[src/rtl/mult_unit_pkg.sv]
// Shared types and constants for the HI/LO multiplier.
// Imported by the unit, its datapath, its interface and the bench.
package mult_unit_pkg;

  localparam int WIDTH_DEF = 32;
  localparam int CNTW_DEF  = 6;

  typedef enum logic [1:0] {
    IDLE = 2'b00,
    CALC = 2'b01,
    FIX  = 2'b10
  } state_t;

  localparam logic [5:0] FUNCT_MULT  = 6'b011000;
  localparam logic [5:0] FUNCT_MULTU = 6'b011001;
  localparam logic [5:0] FUNCT_MFHI  = 6'b010000;
  localparam logic [5:0] FUNCT_MFLO  = 6'b010010;

endpackage

[src/rtl/mult_unit_if.sv]
// E-stage start request and M-stage HI/LO read port.
// master = pipeline side, slave = mult_unit.
interface mult_unit_if
  import mult_unit_pkg::*;
#(
  parameter int WIDTH = WIDTH_DEF
) ();

  logic             multstartE;
  logic             multsignE;
  logic [WIDTH-1:0] srcaE;
  logic [WIDTH-1:0] srcbE;
  logic             lohiM;
  logic [WIDTH-1:0] hilordM;
  logic             busy;
  logic             done;

  modport master (
    output multstartE,
    output multsignE,
    output srcaE,
    output srcbE,
    output lohiM,
    input  hilordM,
    input  busy,
    input  done
  );

  modport slave (
    input  multstartE,
    input  multsignE,
    input  srcaE,
    input  srcbE,
    input  lohiM,
    output hilordM,
    output busy,
    output done
  );

endinterface

[src/rtl/mult_shift_add.sv]
// Radix-2 shift-add datapath on magnitudes; sign is
// reapplied to the full product on the way out.
module mult_shift_add
  import mult_unit_pkg::*;
#(
  parameter int WIDTH = WIDTH_DEF,
  parameter int CNTW  = CNTW_DEF
) (
  input  logic               clk,
  input  logic               rst,
  input  logic               load,
  input  logic               step,
  input  logic               finish,
  input  logic               sign,
  input  logic [WIDTH-1:0]   a,
  input  logic [WIDTH-1:0]   b,
  output logic               last,
  output logic [2*WIDTH-1:0] result
);

  logic [2*WIDTH-1:0] acc;
  logic [WIDTH-1:0]   mcand;
  logic [WIDTH-1:0]   mplr;
  logic [CNTW-1:0]    cnt;
  logic               neg;

  logic [WIDTH-1:0]   a_mag;
  logic [WIDTH-1:0]   b_mag;
  logic [WIDTH:0]     sum;

  // 0x80..0 negates to itself, which is its correct magnitude.
  always_comb begin
    a_mag = (sign && a[WIDTH-1]) ? (~a + 1'b1) : a;
    b_mag = (sign && b[WIDTH-1]) ? (~b + 1'b1) : b;
    sum   = {1'b0, acc[2*WIDTH-1:WIDTH]}
          + (mplr[0] ? {1'b0, mcand} : '0);
  end

  assign last   = (cnt == CNTW'(WIDTH-1));
  assign result = neg ? (~acc + 1'b1) : acc;

  always_ff @(posedge clk or negedge rst) begin
    if (!rst) begin
      acc   <= '0;
      mcand <= '0;
      mplr  <= '0;
      cnt   <= '0;
      neg   <= 1'b0;
    end else if (load) begin
      acc   <= '0;
      mcand <= a_mag;
      mplr  <= b_mag;
      cnt   <= '0;
      neg   <= sign & (a[WIDTH-1] ^ b[WIDTH-1]);
    end else if (step) begin
      acc   <= {sum, acc[WIDTH-1:1]};
      mplr  <= mplr >> 1;
      cnt   <= cnt + CNTW'(1);
    end else if (finish) begin
      mcand <= '0;
      mplr  <= '0;
      cnt   <= '0;
      neg   <= 1'b0;
    end
  end

endmodule

[src/rtl/mult_unit.sv]
// Multi-cycle mult/multu with HI/LO registers.
// HI/LO only move in FIX, so reads while busy see old values.
module mult_unit
  import mult_unit_pkg::*;
#(
  parameter int WIDTH = WIDTH_DEF,
  parameter int CNTW  = CNTW_DEF
) (
  input  logic        clk,
  input  logic        rst,
  mult_unit_if.slave  bus
);

  state_t             state;
  state_t             state_nxt;
  logic               load;
  logic               step;
  logic               finish;
  logic               last;
  logic [2*WIDTH-1:0] result;
  logic [WIDTH-1:0]   hi;
  logic [WIDTH-1:0]   lo;
  logic               done_q;

  mult_shift_add #(
    .WIDTH (WIDTH),
    .CNTW  (CNTW)
  ) u_dp (
    .clk    (clk),
    .rst    (rst),
    .load   (load),
    .step   (step),
    .finish (finish),
    .sign   (bus.multsignE),
    .a      (bus.srcaE),
    .b      (bus.srcbE),
    .last   (last),
    .result (result)
  );

  always_ff @(posedge clk or negedge rst) begin
    if (!rst) state <= IDLE;
    else      state <= state_nxt;
  end

  always_comb begin
    state_nxt = state;
    load      = 1'b0;
    step      = 1'b0;
    finish    = 1'b0;
    unique case (state)
      IDLE: begin
        if (bus.multstartE) begin
          load      = 1'b1;
          state_nxt = CALC;
        end
      end
      CALC: begin
        step = 1'b1;
        if (last) state_nxt = FIX;
      end
      FIX: begin
        finish    = 1'b1;
        state_nxt = IDLE;
      end
      default: state_nxt = IDLE;
    endcase
  end

  always_ff @(posedge clk or negedge rst) begin
    if (!rst) begin
      hi     <= '0;
      lo     <= '0;
      done_q <= 1'b0;
    end else begin
      done_q <= finish;
      if (finish) begin
        hi <= result[2*WIDTH-1:WIDTH];
        lo <= result[WIDTH-1:0];
      end
    end
  end

  assign bus.busy    = (state != IDLE);
  assign bus.done    = done_q;
  assign bus.hilordM = bus.lohiM ? hi : lo;

endmodule

[src/flat_wrapper.sv]
// flat-port wrapper written by rule: the top's interface ports become plain ports
module mult_unit_flat import mult_unit_pkg::*;
#(
  parameter int WIDTH = WIDTH_DEF,
  parameter int CNTW  = CNTW_DEF
)
  (clk, rst, bus_multstartE, bus_multsignE, bus_srcaE, bus_srcbE, bus_lohiM, bus_hilordM, bus_busy, bus_done);
  mult_unit_if #(.WIDTH(WIDTH)) bus_i ();
  input  logic clk;
  input  logic rst;
  input wire logic [$bits(bus_i.multstartE)-1:0] bus_multstartE;
  input wire logic [$bits(bus_i.multsignE)-1:0] bus_multsignE;
  input wire logic [$bits(bus_i.srcaE)-1:0] bus_srcaE;
  input wire logic [$bits(bus_i.srcbE)-1:0] bus_srcbE;
  input wire logic [$bits(bus_i.lohiM)-1:0] bus_lohiM;
  output wire logic [$bits(bus_i.hilordM)-1:0] bus_hilordM;
  output wire logic [$bits(bus_i.busy)-1:0] bus_busy;
  output wire logic [$bits(bus_i.done)-1:0] bus_done;
  assign bus_i.multstartE = bus_multstartE;
  assign bus_i.multsignE = bus_multsignE;
  assign bus_i.srcaE = bus_srcaE;
  assign bus_i.srcbE = bus_srcbE;
  assign bus_i.lohiM = bus_lohiM;
  assign bus_hilordM = bus_i.hilordM;
  assign bus_busy = bus_i.busy;
  assign bus_done = bus_i.done;
  mult_unit #(.WIDTH(WIDTH), .CNTW(CNTW)) u_core (.clk(clk), .rst(rst), .bus(bus_i));
endmodule
[config.mk]
export PLATFORM = sky130hd
export DESIGN_NAME = mult_unit_flat
export DESIGN_NICKNAME = d
export VERILOG_FILES = /design/src/rtl/mult_unit_pkg.sv /design/src/rtl/mult_unit_if.sv /design/src/rtl/mult_shift_add.sv /design/src/rtl/mult_unit.sv /design/src/flat_wrapper.sv
export SDC_FILE = /design/constraint.sdc
export NUM_CORES = 1
export LEC_CHECK = 0
export BUFFER_PORTS_ARGS = -buffer_cell sky130_fd_sc_hd__buf_4
export CORE_AREA = 2 2 146 148
export DETAILED_ROUTE_END_ITERATION = 7
export DIE_AREA = 0 0 148 150
export PLACE_DENSITY = 0.84
export SYNTH_ARGS = -nofsm -noshare
export SYNTH_HDL_FRONTEND = slang
export SYNTH_SLANG_ARGS = --single-unit
[constraint.sdc]
create_clock -name clk -period 6.3 [get_ports clk]
set_input_delay 0.63 -clock clk [delete_from_list [all_inputs] [get_ports clk]]
set_output_delay 0.63 -clock clk [all_outputs]
set_load 0.1 [all_outputs]
==> results.yml <==
status:
  run_status: "finished clean"
route:
  detailedRoute.firstIterationViolations: 773
  num_vias: 11510
  final_antenna_net_count: 0
  drt_drc_violations_left: 0
  routed_wirelength_mm: 32.74
  drt_first_pass_iters: 6
  via_per_inst: 6.206
  drt-wirelength-per-cell_um: 17.65
final_layout:
  drive_above_1_share_pct: 13.29
  final_cell_mix: "sky130_fd_sc_hd__dfrtp_1, sky130_fd_sc_hd__nor2_1, sky130_fd_sc_hd__a21oi_1"
  final_cells: 1855
  num_antenna_cells: 0
  area.growth.synth_to_final_pct: 12.01
  nNetsFinal: 1675
  layout.cells.most_common: "sky130_fd_sc_hd__dfrtp_1"
  final_design_area_no_fill_sq_um: 14780
yosys:
  synth-seq-cells: 202
  synth.net_count: 1629
  post_synth_num_cell_types: 70
  synth-async-reset-ratio_pct: 100.0
  synthCells: 1518
  synth_top_cells_by_area: "sky130_fd_sc_hd__dfrtp_1, sky130_fd_sc_hd__xor2_1, sky130_fd_sc_hd__a21oi_1"
  synthesis.area_per_instance_sq_um: 8.692
  warning_count_from_the_yosys_run: 0
  synth_area_sq_um: 13200
  yosys.area.top_type_share_pct: 38.31
  synth_flop_cell: "sky130_fd_sc_hd__dfrtp_1"
  synth.largest_area_cell: "sky130_fd_sc_hd__dfrtp_1"
  portion_of_the_post_synthesis_area_used_by_sequential_elements_pct: 38.31
  synth-edff-count: 0
power_and_ir_drop:
  power_leakage_nw: 6.695
  cellPowerDensity_nw_per_um2: 438.5
  p_total_w: 0.006481
  ir_drop_uv: 185.8
clock_network:
  clk_latency_ns: 0.50
  tritoncts_clock_tree: "done"
  number_of_buffers_inserted_by_hold_repair_at_cts: 0
  h_tree_depth: 1
  tritoncts_num_sinks: 202
  postCtsResizedCells: 0
  cts_inserted_buffers: 23
  ctsRootBufferMaster: "sky130_fd_sc_hd__clkbuf_16"
  clk_transition_reported_paths_ns: 0.06
  max-clock-path-buffers: 3
  post-cts-setup-buffers: 0
timing:
  maxSlewViolCount: 0
  worst_slew_margin_rel_pct: 40.01
  finalCritPeriodShare_pct: 56.74
  clock_skew_ns: 0.01140
  setup_viol_count_final: 0
  setup_ws_ns: 2.725
  fmax_mhz: 279.7
  period_minus_slack_ns: 3.575
  setup_repair_after_global_routing_missed_its_margin: "false"
  hold_violations: 0
  finalSetupTns_ns: 0
  worst-slew-pin-transition_ns: 0.8999
critical_path:
  timing.critical_path.cells: "and2_1 -> ha_1 -> nand3_1 -> or2_2 -> a211oi_1 -> o31ai_1 -> nor4b_1 -> a21oi_1 -> o311ai_0"
  path_delay_family: "simple AND/OR/NAND/NOR gates"
  setup.worst_path.end_class: "register"
  cp_max_fo: 33
  timing.critical_path.from_type: "register"
  critical_path_class: "register to register"
  cp_slowest_stage_delay_ns: 0.65
  cp.required_ns: 6.66
  cp_slowest_cell: "sky130_fd_sc_hd__nor4b_1"
  critPathArrivalTime_ns: 3.94
  crit_buf_inv: 0
global_routing:
  grt_util_met1_pct: 42.68
  busiest_layer: "met2"
  groute.usage.overall_pct: 29.30
  grt_first_pass_wirelength_mm: 53.39
  global_route.usage.met3_pct: 3.049
  grt_pass1_vias: 10520
  antenna_violations_before_repair: 0
  gr-usage-met2_pct: 47.18
  grt_start_max_net_pins: 92
  gr-total-overflow: 0
floorplanning:
  floorplan.rows: 53
  num_io_pins: 103
  floorplan.core_area_sq_um: 20690
  initial_core_util_pct: 63.78
  dieHeight_um: 150
  dieArea_sq_um: 22200
  die_x_um: 148
worst_hold_path:
  worst_hold_path_type: "input port to asynchronous set/reset pin"
placement:
  place.gp.congestion: 0.9522
  placed_wire_length_estimate_mm: 23.55
  pre_cts_slack_ns: 2.753
  post_dp_cell_area_sq_um: 14070
  dp.cells: 1814
  io_buffers: 102
job:
  cap_violations: 0
synth_stat cells, types with 5 or more instances:
master	instances
sky130_fd_sc_hd__a211oi_1	9
sky130_fd_sc_hd__a21o_1	16
sky130_fd_sc_hd__a21oi_1	155
sky130_fd_sc_hd__a311oi_1	25
sky130_fd_sc_hd__a31oi_1	13
sky130_fd_sc_hd__and2_1	38
sky130_fd_sc_hd__and3_1	8
sky130_fd_sc_hd__buf_1	7
sky130_fd_sc_hd__clkbuf_1	81
sky130_fd_sc_hd__dfrtp_1	202
sky130_fd_sc_hd__ha_1	41
sky130_fd_sc_hd__inv_1	28
sky130_fd_sc_hd__mux2_2	34
sky130_fd_sc_hd__mux2i_1	40
sky130_fd_sc_hd__nand2_1	121
sky130_fd_sc_hd__nand2b_1	13
sky130_fd_sc_hd__nand3_1	31
sky130_fd_sc_hd__nand3b_1	5
sky130_fd_sc_hd__nand4_1	9
sky130_fd_sc_hd__nor2_1	166
sky130_fd_sc_hd__nor2b_1	31
sky130_fd_sc_hd__nor3_1	32
sky130_fd_sc_hd__nor3b_1	5
sky130_fd_sc_hd__nor4_1	11
sky130_fd_sc_hd__o211ai_1	6
sky130_fd_sc_hd__o21a_1	10
sky130_fd_sc_hd__o21ai_0	110
sky130_fd_sc_hd__o21ai_1	6
sky130_fd_sc_hd__o21bai_1	5
sky130_fd_sc_hd__o31ai_1	26
sky130_fd_sc_hd__o41ai_1	9
sky130_fd_sc_hd__or3_1	18
sky130_fd_sc_hd__or4_1	15
sky130_fd_sc_hd__xnor2_1	39
sky130_fd_sc_hd__xor2_1	89
power breakdown:
| group | switching (W) | internal, W | leakage, nW | total, W |
|---|---|---|---|---|
| logic | 0.00205 | 0.00109 | 3.73 | 0.00313 |
| clock network | 0.000523 | 0.000738 | 0.347 | 0.00126 |
| registers | 0.000397 | 0.00169 | 2.62 | 0.00209 |
stage by stage:
step | utilization, % | hold WS, ns
global route | 71.44 | 0.1927
detailed placement | 68.01 | 0.4631
floorplan | - | 0.3344
finish | 71.44 | 0.1455
CTS | 71.44 | 0.1760
global placement | 68.01 | 0.4546
layout make-up:
class	instances	area, sq um
Clock buffer	31	625.6
Clock inverter	10	83.83
Fill cell	1647	5909
Inverter	28	105.1
Multi-Input combinational cell	1198	7726
Sequential cell	202	5056
Tap cell	275	344.1
Timing Repair Buffer	111	839.6
per-layer routing:
| metal | vias up | part of all wire, % |
|---|---|---|
| met5 | - | 0 |
| met4 | 0 | 2.2 |
| met3 | 61 | 6.9 |
| met2 | 425 | 46 |
| met1 | 5489 | 45 |
| li1 | 5537 | - |
worst paths after layout:
check                           depth (start not counted)               endpoint            startpoint  slack, ns
worst max-delay path                                    9    u_core.u_dp.acc[62]   u_core.u_dp.mplr[0]       2.73
worst min-delay path                                    1           u_core.lo[4]                   rst       0.15
worst max register to register                          9    u_core.u_dp.acc[62]   u_core.u_dp.mplr[0]       2.73
worst min register to register                          2   u_core.u_dp.mcand[7]  u_core.u_dp.mcand[7]       0.47
max in group asynchronous                               2        u_core.u_dp.neg                   rst       4.73
min in group clk                                        3  u_core.u_dp.mcand[19]         bus_srcaE[19]       0.43
state kept, by name, summed over array words and instances, names as in the netlist:
register / flops
u_core.u_dp.mcand: 32
u_core.state: 2
u_core.u_dp.acc: 64
u_core.u_dp.neg: 1
u_core.u_dp.cnt: 6
u_core.lo: 32
u_core.hi: 32
u_core.u_dp.mplr: 32
u_core.bus.done: 1
logic make-up (layout without fill, tap and decap cells):
family,after synthesis,count (layout),share of synthesized area [%]
simple gates,525,525,19.68
flops,202,202,38.31
fa+ha+maj,42,42,4.039
xor+xnor,128,128,8.496
compound gates,429,429,20.17
mux,74,74,5.936
buf+inv,118,180,3.376
No activity file was read; power rests on OpenSTA's default activity.
